## config.mk

```make
export PLATFORM = sky130hd
export DESIGN_NAME = bloom_insert_seq
export DESIGN_NICKNAME = d
export VERILOG_FILES = /design/src/rtl/bloom_pkg.sv /design/src/rtl/bloom_dup_mask.sv /design/src/rtl/bloom_insert_seq.sv
export SDC_FILE = /design/constraint.sdc
export NUM_CORES = 1
export LEC_CHECK = 0
export CAP_MARGIN = 5
export CORE_AREA = 2 2 59 61
export CTS_CLUSTER_SIZE = 28
export DETAILED_ROUTE_END_ITERATION = 7
export DIE_AREA = 0 0 61 63
export GPL_ROUTABILITY_DRIVEN = 0
export PLACE_DENSITY = 0.58
export SLEW_MARGIN = 20
export SYNTH_ARGS = -nofsm -noshare
export SYNTH_HDL_FRONTEND = slang
export SYNTH_SLANG_ARGS = --single-unit
export TNS_END_PERCENT = 5
```

## constraint.sdc

```tcl
create_clock -name clk_i -period 2.2 [get_ports clk_i]
set_input_delay 0.22 -clock clk_i [delete_from_list [all_inputs] [get_ports clk_i]]
set_output_delay 0.22 -clock clk_i [all_outputs]
set_load 0.05 [all_outputs]
```

## src/rtl/bloom_pkg.sv

```systemverilog
// Shared types and sizing helpers for the Bloom filter insert path.
package bloom_pkg;

  typedef enum logic [0:0] {
    IDLE  = 1'b0,
    WRITE = 1'b1
  } state_t;

  // Lane index width: ceil(log2(n)), never less than one bit.
  function automatic int unsigned lane_idx_w(input int unsigned n);
    return (n <= 32'd1) ? 32'd1 : 32'($clog2(n));
  endfunction

endpackage

```

## src/rtl/bloom_dup_mask.sv

```systemverilog
// Flags every hash lane whose address repeats an earlier lane of the same key.
module bloom_dup_mask
  import bloom_pkg::*;
#(
  parameter int unsigned ADDR_W   = 5,
  parameter int unsigned HASH_CNT = 3
) (
  input  logic [HASH_CNT*ADDR_W-1:0] hash_data,
  output logic [HASH_CNT-1:0]        dup_mask
);

  // Lane 0 is never marked, so each key keeps at least one write.
  always_comb begin
    dup_mask = '0;
    for (int k = 1; k < HASH_CNT; k++) begin
      for (int j = 0; j < k; j++) begin
        if (hash_data[k*ADDR_W +: ADDR_W] == hash_data[j*ADDR_W +: ADDR_W]) begin
          dup_mask[k] = 1'b1;
        end
      end
    end
  end

endmodule

```

## src/rtl/bloom_insert_seq.sv

```systemverilog
// Turns one key of HASH_CNT hash addresses into per-lane Avalon-MM set writes.
// Optional BLOOM_INSERT_DEDUP_EN skips lanes that repeat an earlier lane.
module bloom_insert_seq
  import bloom_pkg::*;
#(
  parameter int unsigned          AMM_ADDR_W = 5,
  parameter int unsigned          AMM_DATA_W = 5,
  parameter int unsigned          HASH_CNT   = 3,
  parameter logic [AMM_DATA_W-1:0] SET_DATA  = '1
) (
  input  logic                           clk_i,
  input  logic                           srst_i,
  input  logic                           hash_valid_i,
  output logic                           hash_ready_o,
  input  logic [HASH_CNT*AMM_ADDR_W-1:0] hash_data_i,
  input  logic                           clr_done_i,
  output logic                           busy_o,
  output logic [AMM_ADDR_W-1:0]          amm_master_address_o,
  output logic                           amm_master_write_o,
  output logic [AMM_DATA_W-1:0]          amm_master_writedata_o
);

  localparam int unsigned IDX_W   = lane_idx_w(HASH_CNT);
  localparam int unsigned LANES_W = HASH_CNT * AMM_ADDR_W;

  state_t                  state_q, state_d;
  logic [IDX_W-1:0]        idx_q, idx_d, nxt_idx;
  logic [LANES_W-1:0]      lanes_q, lanes_d;
  logic [AMM_ADDR_W-1:0]   addr_q, addr_d;
  logic                    write_q, write_d;
  logic [AMM_DATA_W-1:0]   wdata_q;
  logic                    last_c;
  logic                    ready_c;
  logic                    accept_c;
  int unsigned             nxt_base;

`ifdef BLOOM_INSERT_DEDUP_EN
  logic [HASH_CNT-1:0] mask_q, mask_d, mask_c;

  bloom_dup_mask #(
    .ADDR_W   (AMM_ADDR_W),
    .HASH_CNT (HASH_CNT)
  ) u_dup_mask (
    .hash_data (hash_data_i),
    .dup_mask  (mask_c)
  );

  // Next lane is the lowest unmarked lane above the current one.
  always_comb begin
    nxt_idx = idx_q;
    last_c  = 1'b1;
    for (int k = HASH_CNT - 1; k >= 0; k--) begin
      if ((k > int'(idx_q)) && !mask_q[k]) begin
        nxt_idx = IDX_W'(k);
        last_c  = 1'b0;
      end
    end
  end
`else
  assign last_c  = (idx_q == IDX_W'(HASH_CNT - 1));
  assign nxt_idx = idx_q + IDX_W'(1);
`endif

  // Ready is forced low during reset and whenever a clear sweep owns memory.
  assign ready_c  = !srst_i && clr_done_i && ((state_q == IDLE) || last_c);
  assign accept_c = hash_valid_i && ready_c;
  assign nxt_base = 32'(nxt_idx) * AMM_ADDR_W;

  always_comb begin
    state_d = state_q;
    idx_d   = idx_q;
    lanes_d = lanes_q;
    addr_d  = addr_q;
    write_d = 1'b0;
`ifdef BLOOM_INSERT_DEDUP_EN
    mask_d  = mask_q;
`endif
    case (state_q)
      IDLE: begin
        if (accept_c) begin
          state_d = WRITE;
          idx_d   = '0;
          lanes_d = hash_data_i;
          addr_d  = hash_data_i[AMM_ADDR_W-1:0];
          write_d = 1'b1;
`ifdef BLOOM_INSERT_DEDUP_EN
          mask_d  = mask_c;
`endif
        end
      end
      WRITE: begin
        if (!clr_done_i) begin
          // Clear sweep wipes memory, so the rest of the key is dropped.
          state_d = IDLE;
        end else if (!last_c) begin
          idx_d   = nxt_idx;
          addr_d  = lanes_q[nxt_base +: AMM_ADDR_W];
          write_d = 1'b1;
        end else if (accept_c) begin
          idx_d   = '0;
          lanes_d = hash_data_i;
          addr_d  = hash_data_i[AMM_ADDR_W-1:0];
          write_d = 1'b1;
`ifdef BLOOM_INSERT_DEDUP_EN
          mask_d  = mask_c;
`endif
        end else begin
          state_d = IDLE;
        end
      end
      default: state_d = IDLE;
    endcase
  end

  always_ff @(posedge clk_i) begin
    if (srst_i) begin
      state_q <= IDLE;
      idx_q   <= '0;
      lanes_q <= '0;
      addr_q  <= '0;
      write_q <= 1'b0;
      wdata_q <= SET_DATA;
`ifdef BLOOM_INSERT_DEDUP_EN
      mask_q  <= '0;
`endif
    end else begin
      state_q <= state_d;
      idx_q   <= idx_d;
      lanes_q <= lanes_d;
      addr_q  <= addr_d;
      write_q <= write_d;
      wdata_q <= SET_DATA;
`ifdef BLOOM_INSERT_DEDUP_EN
      mask_q  <= mask_d;
`endif
    end
  end

  assign hash_ready_o           = ready_c;
  assign busy_o                 = (state_q == WRITE);
  assign amm_master_address_o   = addr_q;
  assign amm_master_write_o     = write_q;
  assign amm_master_writedata_o = wdata_q;

endmodule

```

-- Word-level counts from Yosys, hierarchy flattened
Index checks and enable logic that the tools add are counted.
- bits in registers: 23
- bits of input ports: 19
- output and inout bits: 13
- logic and storage cells: 33
- add/subtract/negate cells: 1
- multiply operators: 1
- equality and inequality tests: 3
- shift-type cells: 1
- mux-type cells: 16
- bitwise operators: 1
- reduce and logical (&&, ||, !) cells: 6
- operators with widths (cell ; count):
    two-way mux 15 bit ; 3
    one-hot mux 15 bit (2 select lines) ; 1
    two-way mux 5 bit ; 3
    indexed part select 15 x 6 -> 5 bit ; 1
    one-hot mux 5 bit (2 select lines) ; 1
    two-way mux 2 bit ; 3
    multiplier 2 x 3 -> 5 bit, second input constant ; 1
    one-hot mux 2 bit (2 select lines) ; 1
    logical AND 1 bit ; 3
    two-way mux 1 bit ; 3
    adder 2 x 1 -> 2 bit, second input constant ; 1
    == test 2 bit, second input constant ; 1
    != test 2 x 1 -> 1 bit, second input constant ; 1
    != test 2 bit, second input constant ; 1
    one-hot mux 1 bit (2 select lines) ; 1
    AND reduction 2 bit ; 1
    logical NOT 1 bit ; 1
    logical OR 1 bit ; 1
    inverter 1 bit ; 1

-- Logic depth before layout (Yosys ltp)
Gate-level depths: netlist (run 1).
- depth after elaboration: 8
- depth in mapped cells: 8
- gate-level depth less buffers: 6

-- Least setup slack after synthesis (run 1)
OpenSTA, ideal clock, no wires.
- kind: reg2out
- start: register idx_q[0]
- end: output port hash_ready_o
- arrival time: 1.561 ns
- data required time: 1.980 ns
- slack: 0.419 ns
- cell stages (with the launch flop): 6
- path buffers: 1
- cells stage by stage: dfxtp_1 buf_2 inv_2 ha_1 and2b_4 nor2_1
- longest elaborated chain between the ends: 3
- RTL lines (item ; RTL line ; text):
    start: declaration ; bloom_insert_seq.sv:27 ; logic [IDX_W-1:0] idx_q, idx_d, nxt_idx;
    start signal: assignment ; bloom_insert_seq.sv:128 ; idx_q <= idx_d;
    == test 2 bit ; bloom_insert_seq.sv:60 ; assign last_c = (idx_q == IDX_W'(HASH_CNT - 1));
    logical OR 1 bit ; bloom_insert_seq.sv:65 ; assign ready_c = !srst_i && clr_done_i && ((state_q == IDLE) || last_c);
    logical AND 1 bit ; bloom_insert_seq.sv:65 ;
    end: declaration ; bloom_insert_seq.sv:14 ; output logic hash_ready_o,
No other way between the ends.

-- Worst setup path after layout (run 1)
- start: register idx_q[0]
- end: register addr_q[1] (netlist: amm_master_address_o[1])
- longest elaborated chain between the ends: 8
- elaborated cells between the ends (all ways): 11
- those cells by class: add/sub (1); mul (1); eq/ne (1); shift (1); mux (4); reduce/logical (3)
- RTL lines (item ; RTL line ; text):
    branches (longest 7 deep; another with multiplier 2 x 3 -> 5 bit) ; -- ;
    one-hot mux 5 bit (2 select lines) (*) ; bloom_insert_seq.sv:78 ; case (state_q)
    end signal: assignment ; bloom_insert_seq.sv:130 ; addr_q <= addr_d;
    end: declaration ; bloom_insert_seq.sv:29 ; logic [AMM_ADDR_W-1:0] addr_q, addr_d;
Mark *: on every way between the ends. The select of a mux whose other input is x is not followed.
A chain may end at the register's enable or synchronous reset.

==> results.toml, run 1 <==
[floorplan]
rows = 21
die_x_um = 61
core_area_um2 = 3232
ios = 32
die_y_um = 63
initial_core_util = 0.3353
die_area_um2 = 3843

[sta]
fin_tns_setup_ns = 0
worst_slack_ns = 0.3598
fin_crit_ns = 1.840
tightest_slew_ns = 0.6267
clock_skew_ns = 0.002817
rsz0062_at_grt = "false"
max_freq_mhz = 543.4
slew_viol_final = 0
final.period_utilization = 0.8364
finalSetupViolations = 0
slew_headroom = 0.5822
timing_hold_violations_final = 0

[clock_tree]
root_buffer = "clkbuf_4"
clk_path_buf_depth = 2
cts_resized = 0
insertion_delay_ns = 0.30
cts_sinks = 23
cts_buffers = 3
cts_max_level = 1
clk_pin_slew_ns = 0.12
cts_tree = "yes"
hold_buffers = 0
cts_setup_buffers = 0

[final_layout]
fillers = 347
layout-drive-gt1-share = 0.09554
antenna_cells = 0
final_common_cell = "nand2_1"
final_cell_mix = "nand2_1, clkdlybuf4s50_1, dfxtp_1"
area_growth_syn_to_layout_pct = 28.29
finish.utilization = 0.4301
nNetsFinal = 180

[worst_setup_path]
end_kind = "flop"
crit_start = "idx_q[0]"
r2r_slack_ns = 0.36
critical_path_required_ns = 2.43
startpoint_type = "flop"
rr_startpoint = "idx_q[0]"
critPathMaxFanout = 20
worstSetupPathType = "flop to flop"
critPathArrivalTime_ns = 2.07

[grt]
antenna_found_initial = 0
grt_pass1_wl_mm = 3.505
grt_pass1_vias = 803
grt_overflow_total = 0
grt_usage = 0.1193
grt_max_degree = 23

[power]
leakagePower_nw = 0.4968
power_density_nw_per_um2 = 598.6
ir_drop_mv = 0.2037

[drt]
final_antenna_net_count = 0
vias = 900
viasPerCell = 4.433
drc_errors = 0
routedWlPerCell_um = 10.67
drt_wl_total_mm = 2.166
firstDrtPassIters = 4
drtIter0Drc = 38

[status]
status = "complete, no violations"

[logic_synthesis]
yosys_warnings = 0
synth_top_cell_by_area = "dfxtp_1"
syn_avg_cell_area_um2 = 8.147
syn_inst = 133
ys_seq_elements = 23
syn-cell-area_um2 = 1084
ys_seq_area_frac = 0.4249
ys_types = 25
netlist.area_leader.share = 0.4249
synthTopCellsByArea = "dfxtp_1, nand2_1, a21oi_1"

[place]
port_buffers = 26
hpwlAfterDp_mm = 1.581
dpl_worst_slack_ns = 0.3533

[min_path]
hold_class = "input pin to flop"
min_from = "hash_data_i[8]"

[run]
drv_cap = 0
cells by family after synthesis:
group,share of synthesized area
and+or+nand+nor,0.2714
AOI/OAI and AO/OA,0.1339
DFF,0.4249
buffers and inverters,0.08544
muxes,0.04619
adders and majority gates,0.03465
other,0.003461
power breakdown:
group | total, mW | switching (mW) | internal (mW)
registers | 0.450 | 0.0119 | 0.438
clock network | 0.194 | 0.124 | 0.0707
logic | 0.188 | 0.112 | 0.0759
total | 0.832 | 0.247 | 0.585
metal layers:
layer	up-vias	GRT usage	wire (um)
li1	483	-	-
met1	395	0.1595	1102
met2	20	0.1828	942
met3	2	0.01242	93
met4	0	0.06522	27
met5	-	0	0
synthesized netlist by cell type:
library cell	instances
ha_1	3
or2_1	1
a311oi_1	5
nand3_1	1
clkbuf_1	3
o21ai_1	1
and2b_4	1
conb_1	1
inv_2	1
a21oi_1	15
o21a_1	1
nand2_1	32
mux2i_1	5
nor4_2	5
inv_1	1
nor2_1	19
a32oi_1	1
nor2_2	1
nor2b_1	1
buf_2	2
nand2b_1	1
o21ai_0	1
buf_4	7
buf_6	1
dfxtp_1	23
registers in the layout, indices dropped and copies added (netlist names):
| signal | flops |
|---|---|
| amm_master_address_o | 5 |
| lanes_q | 15 |
| amm_master_write_o | 1 |
| idx_q | 2 |
area by class of cell:
type	count	area [um2]	area share
Clock buffer	4	26.28	0.01890
Multi-Input combinational cell	99	545.5	0.3924
Inverter	2	7.507	0.005401
Timing Repair Buffer	29	292.8	0.2106
Tap cell	46	57.56	0.04140
Sequential cell	23	460.4	0.3312
metrics by stage:
step | area [um2] | hold WS, ns | std cells | power [mW]
finish | 1390 | 0.4443 | 203 | 0.8321
global route | 1390 | 0.4413 | 203 | 0.8691
CTS | 1390 | 0.4363 | 203 | 0.8403
detailed placement | 1364 | 0.4499 | 199 | 0.6477
global placement | 1364 | 0.4441 | 199 | 0.6451
floorplan | 1099 | 0.2910 | 137 | 0.5852
worst max-delay path, cell delays in order, from the launching register on:
cell and delay [ns]:
dfxtp_1 0.36, inv_2 0.05, ha_1 0.18, and2b_4 0.28
or2_1 0.52, nor2_1 0.11, nor4_2 0.26
final timing paths:
kind              depth (start not counted)                 endpoint
setup / recovery                          6  amm_master_address_o[1]
hold / removal                            3               lanes_q[8]
setup reg to reg                          6  amm_master_address_o[1]
hold reg to reg                           2               lanes_q[3]
(Power assumes the default switching activity.)
==> run 2, diff against run 1 <==
--- a/config.mk
+++ b/config.mk
@@ -11,7 +11,7 @@
 export DETAILED_ROUTE_END_ITERATION = 7
 export DIE_AREA = 0 0 61 63
 export GPL_ROUTABILITY_DRIVEN = 0
-export PLACE_DENSITY = 0.58
+export PLACE_DENSITY = 0.6
 export SLEW_MARGIN = 20
 export SYNTH_ARGS = -nofsm -noshare
 export SYNTH_HDL_FRONTEND = slang
==> constraint.sdc (replaced) <==
create_clock -name clk_i -period 1.67 [get_ports clk_i]
set_input_delay 0.167 -clock clk_i [delete_from_list [all_inputs] [get_ports clk_i]]
set_output_delay 0.167 -clock clk_i [all_outputs]
set_load 0.05 [all_outputs]
==> run 2 against run 1 <==
Against the previous run:
- global-route usage increased by 1.2 points
- design area increased by 5.9%
- hold slack got worse by 0.051 ns
- combinational power increased by 40%
- sequential share of layout area decreased by 1.8 points
- register-to-register slack got worse by 0.29 ns
- via count increased by 2.7%
- die area unchanged
- clock power increased by 31%
- cell count increased by 1.5%
==> results.toml, run 2 (same netlist as run 1, synthesis figures left out) <==
[status]
status = "complete, no violations"

[grt]
grt_pass1_wl_mm = 3.891
grt_use_met1 = 0.1823
grtUsageMet2 = 0.1989
grt-busiest-layer = "met2"
grt_overflow_total = 0
grt_pass1_vias = 863
grt_max_degree = 21
grt_use_met3 = 0.02277
grt_usage = 0.1311
antenna_found_initial = 0

[drt]
drt_wl_total_mm = 2.273
vias = 924
drc_errors = 0
drtIter0Drc = 29
final_antenna_net_count = 0
firstDrtPassIters = 4
routedWlPerCell_um = 11.03
viasPerCell = 4.485

[sta]
final.period_utilization = 0.9674
fin_tns_setup_ns = 0
clock_skew_ns = 0.001878
rsz0062_at_grt = "true"
finalSetupViolations = 0
worst_slack_ns = 0.05436
timing_hold_violations_final = 0
slew_viol_final = 0
max_freq_mhz = 619.0
hold_ws_ns = 0.3930
fin_crit_ns = 1.616
slew_headroom = 0.6624
tightest_slew_ns = 0.5056

[worst_setup_path]
startpoint_type = "flop"
critPathMaxFanout = 6
worstSetupPathType = "flop to output port"
end_kind = "output port"
slowest_delay_ns = 0.35
crit_slowest_cell = "dfxtp_2"
critical_path_required_ns = 1.50
cp_cell_sequence = "inv_2 -> ha_1 -> and2b_4 -> buf_4 -> nor2_2 -> buf_12"
critPathArrivalTime_ns = 1.45

[power]
p_sw_frac = 0.3016
leakagePower_nw = 0.6123
power_switching_mw = 0.3352
p_int_mw = 0.7761
combPwrFrac = 0.238
power.share.clock = 0.229
ir_drop_mv = 0.2235
p_seq_frac = 0.534
power_density_nw_per_um2 = 754.6

[clock_tree]
clk_pin_slew_ns = 0.13
root_buffer = "clkbuf_4"
cts_max_level = 1
hold_buffers = 0
clk_path_buf_depth = 2
cts_tree = "yes"
cts_sinks = 23
cts_buffers = 3
insertion_delay_ns = 0.30

[floorplan]
initial_core_util = 0.3353
die_x_um = 61
ios = 32
rows = 21
core_area_um2 = 3232
die_area_um2 = 3843
die_y_um = 63

[final_layout]
area_growth_syn_to_layout_pct = 35.91
finish.utilization = 0.4557
layout-drive-gt1-share = 0.1875
final_common_cell = "nand2_1"
fillers = 336
nNetsFinal = 183
antenna_cells = 0
top_register = "lanes_q"
largest_reg_flops = 15
final_cell_mix = "nand2_1, dfxtp_1, nor2_1, clkdlybuf4s50_1, a21oi_1"
fin_area_um2 = 1473

[place]
placed_area_um2 = 1396
port_buffers = 26
hpwlAfterDp_mm = 1.710
dpl_worst_slack_ns = -0.1097

[min_path]
hold_class = "input pin to flop"

[run]
drv_cap = 0
==> run 2: power groups by stage <==
| stage | logic [mW] | registers [mW] | clock network [mW] |
|---|---|---|---|
| global placement | 0.256 | 0.604 | 0 |
| finish | 0.264 | 0.593 | 0.254 |
| global route | 0.286 | 0.597 | 0.292 |
| floorplan | 0.133 | 0.638 | 0 |
| detailed placement | 0.260 | 0.605 | 0 |
| CTS | 0.261 | 0.593 | 0.267 |
==> run 2: metrics by stage <==
stage | power [mW] | cells
3_5_place_dp | 0.8648 | 202
4_1_cts | 1.120 | 206
6_report | 1.111 | 206
2_1_floorplan | 0.7716 | 137
5_1_grt | 1.175 | 206
3_3_place_gp | 0.8601 | 202
==> run 2: final timing paths <==
check                            end  slack [ns]  cells past startpoint            from
min reg2reg               lanes_q[6]        0.47                      2      lanes_q[6]
min                       lanes_q[6]        0.39                      3  hash_data_i[6]
max reg2reg  amm_master_address_o[0]        0.07                      7        idx_q[0]
max                     hash_ready_o        0.05                      6        idx_q[0]
==> run 2: timing repair <==
item                       4_1_cts  5_1_grt
cloned                           0        0
setup buffers                    0        0
pin swaps                        0        3
setup endpoints to repair        8       11
gates resized for setup          1       13
==> run 2: critical path, delay by kind of cell (launching register included) <==
kind,cells,cell delay (ns)
flops,1,0.35
buf+inv,3,0.35
simple gates,2,0.33
fa+ha+maj,1,0.13
==> run 2: layout make-up <==
type,instances,area (um2),share of cell area
Tap cell,46,57.56,0.03908
Multi-Input combinational cell,99,583.1,0.3959
Clock inverter,1,5.005,0.003398
Inverter,2,7.507,0.005098
Clock buffer,3,22.52,0.01529
Timing Repair Buffer,32,335.3,0.2277
Sequential cell,23,461.7,0.3135
==> run 2: routing by layer <==
layer | part of all wire | vias to the layer above
li1 | - | 489
met1 | 0.50 | 418
met2 | 0.46 | 15
met3 | 0.033 | 2
met4 | 0.013 | 0
met5 | 0 | -
==> run 3, diff against run 2 <==
--- a/config.mk
+++ b/config.mk
@@ -11,7 +11,7 @@
 export DETAILED_ROUTE_END_ITERATION = 7
 export DIE_AREA = 0 0 61 63
 export GPL_ROUTABILITY_DRIVEN = 0
-export PLACE_DENSITY = 0.6
+export PLACE_DENSITY = 0.63
 export SLEW_MARGIN = 20
 export SYNTH_ARGS = -nofsm -noshare
 export SYNTH_HDL_FRONTEND = slang
==> constraint.sdc (replaced) <==
create_clock -name clk_i -period 1.5 [get_ports clk_i]
set_input_delay 0.15 -clock clk_i [delete_from_list [all_inputs] [get_ports clk_i]]
set_output_delay 0.15 -clock clk_i [all_outputs]
set_load 0.05 [all_outputs]
==> run 3 against run 2 <==
Against the previous run:
- the run now ends with negative setup slack left
- total power is 14% higher
- clock skew up 0.0014 ns
- register-to-register slack got worse by 0.09 ns
- clock power up 16%
- critical endpoint is now amm_master_address_o[3]
- largest power group unchanged
==> results.toml, run 3 (same netlist as run 1, synthesis figures left out) <==
[status]
status = "finished, violations left"
failed_checks = "negative setup slack"

[floorplan]
die_y_um = 63
die_area_um2 = 3843
die_x_um = 61
rows = 21
initial_core_util = 0.3353
ios = 32
core_area_um2 = 3232

[power]
p_int_mw = 0.8729
power_switching_mw = 0.3884
combPwrFrac = 0.244
power.share.clock = 0.233
finalPower_mw = 1.261
p_sw_frac = 0.3079
p_seq_frac = 0.523
power_density_nw_per_um2 = 840.1
ir_drop_mv = 0.2235
leakagePower_nw = 0.5568

[grt]
antenna_found_initial = 0
grt_overflow_total = 0
grt_pass1_vias = 970
grt_max_degree = 21
grt_usage = 0.1430
grtUsageMet2 = 0.2285
grt_use_met1 = 0.1658
grt_use_met3 = 0.02899
grt-busiest-layer = "met2"
grt_pass1_wl_mm = 4.119

[worst_setup_path]
rr_worst_depth = 6
critPathMaxFanout = 7
crit_start = "idx_q[0]"
crit_end = "amm_master_address_o[3]"
r2r_slack_ns = -0.02
rr_endpoint = "amm_master_address_o[3]"
startpoint_type = "flop"
critPathArrivalTime_ns = 1.74
end_kind = "flop"
critical_path_required_ns = 1.73
rr_startpoint = "idx_q[0]"
worstSetupPathType = "flop to flop"

[clock_tree]
clk_path_buf_depth = 2
insertion_delay_ns = 0.32
root_buffer = "clkbuf_4"
cts_buffers = 3
cts_max_level = 1
cts_tree = "yes"
cts_sinks = 23
clk_pin_slew_ns = 0.12

[min_path]
hold_depth = 3
hold_class = "input pin to flop"

[final_layout]
multi_input_area_um2 = 601.8
largest_reg_flops = 15
fillers = 343
final_cell_mix = "nand2_1, dfxtp_1, nor2_1, clkdlybuf4s50_1"
finish.utilization = 0.4646
antenna_cells = 0
nNetsFinal = 186
final_common_cell = "nand2_1"
top_register = "lanes_q"
layout-drive-gt1-share = 0.2270
regArea_um2 = 461.7
area_growth_syn_to_layout_pct = 38.57

[sta]
timing_hold_violations_final = 0
fin_crit_ns = 1.516
fin_tns_setup_ns = -0.03192
final.period_utilization = 1.010
finalSetupViolations = 3
worst_slack_ns = -0.01559
max_freq_mhz = 659.8
slew_viol_final = 0
clock_skew_ns = 0.003284
rsz0062_at_grt = "true"

[drt]
vias = 946
firstDrtPassIters = 4
drc_errors = 0
viasPerCell = 4.526
drtIter0Drc = 23
routedWlPerCell_um = 11.77
drt_wl_total_mm = 2.459
final_antenna_net_count = 0

[place]
port_buffers = 26
hpwlAfterDp_mm = 1.761

[run]
drv_cap = 0
run 3: final cells by class:
type	instances	share of cell area
clock buffer	3	0.01500
clock inverter	1	0.003333
inverter	2	0.005000
multi-input combinational	99	0.4008
sequential	23	0.3075
tap	46	0.03833
timing repair buffer	35	0.2300
run 3: metrics by stage:
| stage | setup WS (ns) | instances | area, um2 | hold WS [ns] |
|---|---|---|---|---|
| global placement | -0.01943 | 202 | 1384 | 0.4433 |
| floorplan | -0.1929 | 137 | 1102 | 0.2210 |
| finish | -0.01559 | 209 | 1501 | 0.3578 |
| global route | -0.08467 | 209 | 1501 | 0.3369 |
| detailed placement | -0.06225 | 202 | 1384 | 0.4524 |
| CTS | -0.02092 | 208 | 1465 | 0.3483 |
run 3: timing repair:
action,4_1_cts,5_1_grt
pin swaps,4,1
setup buffers,2,1
hold buffers,0,0
setup endpoints to repair,21,20
gates cloned,0,0
resized for setup,9,2
run 3: how the worst min path moves through the flow:
stage | slack, ns | end | start
after global placement | 0.44 | lanes_q[1] | lanes_q[1]
after CTS | 0.35 | lanes_q[5] | hash_data_i[5]
after detailed placement | 0.45 | lanes_q[2] | lanes_q[2]
final | 0.36 | lanes_q[5] | hash_data_i[5]
after floorplan | 0.22 | amm_master_address_o[2] | srst_i
after global routing | 0.34 | lanes_q[5] | hash_data_i[5]
run 3: power by group through the flow:
| stage | registers (mW) | clock network (mW) | logic, mW |
|---|---|---|---|
| global placement | 0.672 | 0 | 0.283 |
| finish | 0.660 | 0.294 | 0.308 |
| CTS | 0.660 | 0.310 | 0.298 |
| detailed placement | 0.674 | 0 | 0.286 |
| global route | 0.665 | 0.329 | 0.332 |
| floorplan | 0.711 | 0 | 0.149 |
run 3: critical path: stages (launching register included):
cell	delay, ns
dfxtp_2	0.35
inv_2	0.05
ha_4	0.14
and2b_4	0.30
nand2_1	0.16
a311oi_1	0.36
nor4_2	0.06
run 3: routing by layer:
layer  wire length (um)  share of wire
met5                  0              0
met4                 80          0.033
met3                118          0.048
met2               1145           0.47
met1               1115           0.45
==> edit 1, RTL diff (config.mk and constraints of run 1) <==
Build with the macro `BLOOM_INSERT_DEDUP_EN` defined.
--- a/src/rtl/bloom_insert_seq.sv
+++ b/src/rtl/bloom_insert_seq.sv
@@ -1,5 +1,7 @@
 // Turns one key of HASH_CNT hash addresses into per-lane Avalon-MM set writes.
 // Optional BLOOM_INSERT_DEDUP_EN skips lanes that repeat an earlier lane.
+`define BLOOM_INSERT_DEDUP_EN
+
 module bloom_insert_seq
   import bloom_pkg::*;
 #(
Formal check against the unedited RTL: not equivalent (Yosys sat finds a counterexample within 4 cycles, from zero or initial values and one cycle with srst_i high).
==> edit 1 against run 1 <==
Synthesized cell count increased by 16%. Wire length increased by 44%. Global-route usage increased by 6.1 points. Cell area rose by 19%. Critical path depth decreased by 2. Maximum frequency decreased by 4.8%. Area after synthesis is 26% higher. Total power up 6.0%. Sequential cell count unchanged. Non-clock buffer count fell by 2. Combinational power up 20%. Worst setup slack got worse by 0.093 ns. Critical path type is now flip-flop to output port. Critical endpoint is now hash_ready_o.
==> edit 1: results (changes against run 1) <==
| Metric | Value |
|---|---|
| Min-delay worst type | flip-flop to flip-flop |
| Distinct cells, synth | 42 (+68%) |
| Number of DRC markers in iteration 0 | 59 (+55%) |
| Peak VDD IR | 0.0002628 V (+29%) |
| Hpwl dp | 2383 um (+51%) |
| DR WL/cell | 13.95 um (+31%) |
| First-pass GRT wire length | 5244 um (+50%) |
| Status | completed |
| Layout cells sized above 1 | 0.1124 (+0.01682) |
| P_leak | 0.6386 nW (+29%) |
| Setup Skew | 0.001915 ns (-0.0009018 ns) |
| Crit-path max FO | 10 (-50%) |
| WHS Endpoint | amm_master_address_o[4] |
| Area contributors post-synth | dfxtp_1, mux2i_1, xor2_1, nor2_1, buf_4 |
| Vias per inst | 5.022 (+13%) |
| Max stage delay on crit path | 0.60 ns (+0.08 ns) |
| Worst r2r path cells | 4 (-2) |
| Hold WS | 0.4800 ns (+0.03574 ns) |
| Clock Latency Late Sink | 0.32 ns (+0.02 ns) |
| Sequential share of the synthesized area | 0.3385 (-0.08640) |
| Post-DP Area | 1620 um2 (+19%) |
| Hold Crit Depth | 2 (-1) |
| Syn Area/Cell | 8.832 um2 (+8.4%) |
| Via count of the first global-routing pass | 1098 (+37%) |
| Worst slew margin | 0.6569 (+0.07468) |
| Reg2Reg Setup Slack | 0.60 ns (+0.24 ns) |
| Vias | 1125 (+25%) |
| Hold path start | amm_master_address_o[4] |
| Endpoint class of the critical path | output port |
| Tot GR Track Use | 0.1800 (+0.06072) |
| CP startpoint | idx_q[1] |
| Pre-CTS setup slack | 0.3176 ns (-0.03576 ns) |
| Flip-flop count of the largest register after layout | 13 (-2) |
[edit 1: cell types whose count changed after synthesis, moves of 8 or more]
cell	before	now
nor2_1	19	27
mux2i_1	5	13
xor2_1	0	13
nand2_1	32	5
[edit 1: per-layer routing]
metal,GRT usage,part of all wire,wire length [um],vias to the layer above
li1,-,-,-,574
met1,0.2551,0.47,1466,517
met2,0.2755,0.47,1465,29
met3,0.03313,0.049,153,5
met4,0.04891,0.012,38,0
met5,0,0,0,-
[edit 1: power by group through the flow]
| stage | Combinational [mW] | Sequential [mW] | Clock (mW) |
|---|---|---|---|
| 2_1_floorplan | 0.125 | 0.480 | 0 |
| 3_3_place_gp | 0.224 | 0.458 | 0 |
| 3_5_place_dp | 0.225 | 0.458 | 0 |
| 4_1_cts | 0.226 | 0.448 | 0.212 |
| 5_1_grt | 0.244 | 0.451 | 0.236 |
| 6_report | 0.225 | 0.448 | 0.208 |
[edit 1: logic make-up (layout without fill, tap and decap cells)]
| kind of cell | Yosys count | after routing | share of synthesized area |
|---|---|---|---|
| multiplexers | 13 | 13 | 0.09567 |
| XOR/XNOR | 15 | 15 | 0.09660 |
| AO/OA/AOI/OAI | 37 | 37 | 0.2006 |
| flip-flops | 23 | 23 | 0.3385 |
| buffers and inverters | 16 | 36 | 0.08003 |
| other | 1 | 5 | 0.002757 |
| AND/OR/NAND/NOR | 49 | 49 | 0.1859 |
[edit 1: layout make-up]
class / count / area, um2
multi-input cells: 119 / 805.8
inverters: 5 / 18.77
repair buffers: 27 / 277.8
flip-flops and latches: 23 / 460.4
fillers: 328 / 1584
clock buffers: 3 / 22.52
clock inverters: 1 / 5.005
well taps: 46 / 57.56
[edit 1: critical path: cells and delay by family, from the launching register on]
family        cells  cell delay (ns)
flops             1             0.60
buf+inv           1             0.19
simple gates      3             0.61
==> edit 2, RTL diff (settings of run 1) <==
Without the edit above. Reset style: asynchronous (`srst_i`), changed in one clocked block.
--- a/src/rtl/bloom_insert_seq.sv
+++ b/src/rtl/bloom_insert_seq.sv
@@ -112,7 +112,7 @@
     endcase
   end
 
-  always_ff @(posedge clk_i) begin
+  always_ff @(posedge clk_i or posedge srst_i) begin
     if (srst_i) begin
       state_q <= IDLE;
       idx_q   <= '0;
Behaviour: differs if srst_i is asserted again (counterexample within 4 cycles, from zero or initial values and one cycle with srst_i high); with srst_i held inactive, the same outputs for 10 cycles.
==> edit 2 against run 1 <==
Non-clock buffer count grew 1. Worst setup slack lost 0.099 ns. Sequential cell count is the same. Critical path type unchanged. Sequential share of layout area grew 5.5 points. Area after synthesis grew 7.4%. Cell area grew 7.1%. Maximum frequency shrank 5.1%. Wire length grew 1.8%.
Power is not compared: it rests on default switching activity, and its combinational part moved more than twofold at a synthesized area within 25%.
==> edit 2: results (changes against run 1) <==
| Metric | Value |
|---|---|
| Sequential share of the synthesized area | 0.4946 (+0.06968) |
| CP startpoint | idx_q[0] |
| Pre-CTS setup slack | 0.2696 ns (-0.08371 ns) |
| Syn Inst Count | 94 (-29%) |
| Tmin final | 1.939 ns (+0.09926 ns) |
| Worst Tran Pin Value | 0.4993 ns (-0.1274 ns) |
| Via count of the first global-routing pass | 820 (+2.1%) |
| Min-delay worst type | input pin to asynchronous set/reset pin |
| Met3 GRT Util | 0.04555 (+0.03313) |
| # placed instances | 164 (-18%) |
| Metal3 WL | 94 um (+1.1%) |
| Kind of cell adding the most delay to the critical path | flip-flops |
| First-pass GRT wire length | 3657 um (+4.3%) |
| Post-synth top cells | dfrtp_1, mux2_2, inv_1, a221oi_1, buf_4 |
| Worst r2r path cells | 5 (-1) |
| Status | completed |
| # nets final | 145 (-19%) |
| Vias per inst | 4.708 (+6.2%) |
| CP max-delay cell | dfrtp_1 |
| Pin count of the biggest net entering global routing | 17 (-26%) |
| Reg2Reg Setup Slack | 0.26 ns (-0.10 ns) |
| Post-route insts no fill | 168 (-17%) |
| Main synth FF type | dfrtp_1 |
| Layout cells sized above 1 | 0.2459 (+0.1504) |
| Synth Area in Compound Gates | 0.09677 (-0.03717) |
| DR WL/cell | 13.12 um (+23%) |
| Number of DRC markers in iteration 0 | 8 (-79%) |
| Async S/R FF share, synth | 1.000 (+1.000) |
| Area contributors post-synth | dfrtp_1, mux2_2, a221oi_1, mux2_4, inv_1 |
| Met1 Wirelength | 1055 um (-4.3%) |
| GR Util met1 | 0.1682 (+0.008706) |
| Hold WS | 0.3236 ns (-0.1207 ns) |
| Crit-path max FO | 8 (-60%) |
| Met2 Usage GRT | 0.2003 (+0.01747) |
-- edit 2: changes by cell type after synthesis, moves of 4 or more --
cell | before | now
mux2_4 | 0 | 4
inv_1 | 1 | 14
mux2_2 | 0 | 16
a221oi_1 | 0 | 10
nor4_2 | 5 | 0
dfrtp_1 | 0 | 23
a21oi_1 | 15 | 1
mux2i_1 | 5 | 0
nor2_1 | 19 | 1
nand2_1 | 32 | 1
a311oi_1 | 5 | 0
dfxtp_1 | 23 | 0
-- edit 2: report_power, final --
group	leakage, nW	total [mW]	internal, mW	switching [mW]
combinational	0.378	0.587	0.274	0.314
clock	0.0150	0.196	0.0707	0.125
sequential	0.273	0.606	0.534	0.0724
total	0.666	1.39	0.878	0.511
-- edit 2: final cells by class --
type                    count  area (um2)  share of cell area
clock buffers               4       26.28             0.01765
repair buffers             30       300.3              0.2017
multi-input cells          51       476.7              0.3202
inverters                  14       52.55             0.03529
well taps                  46       57.56             0.03866
flip-flops and latches     23       575.6              0.3866
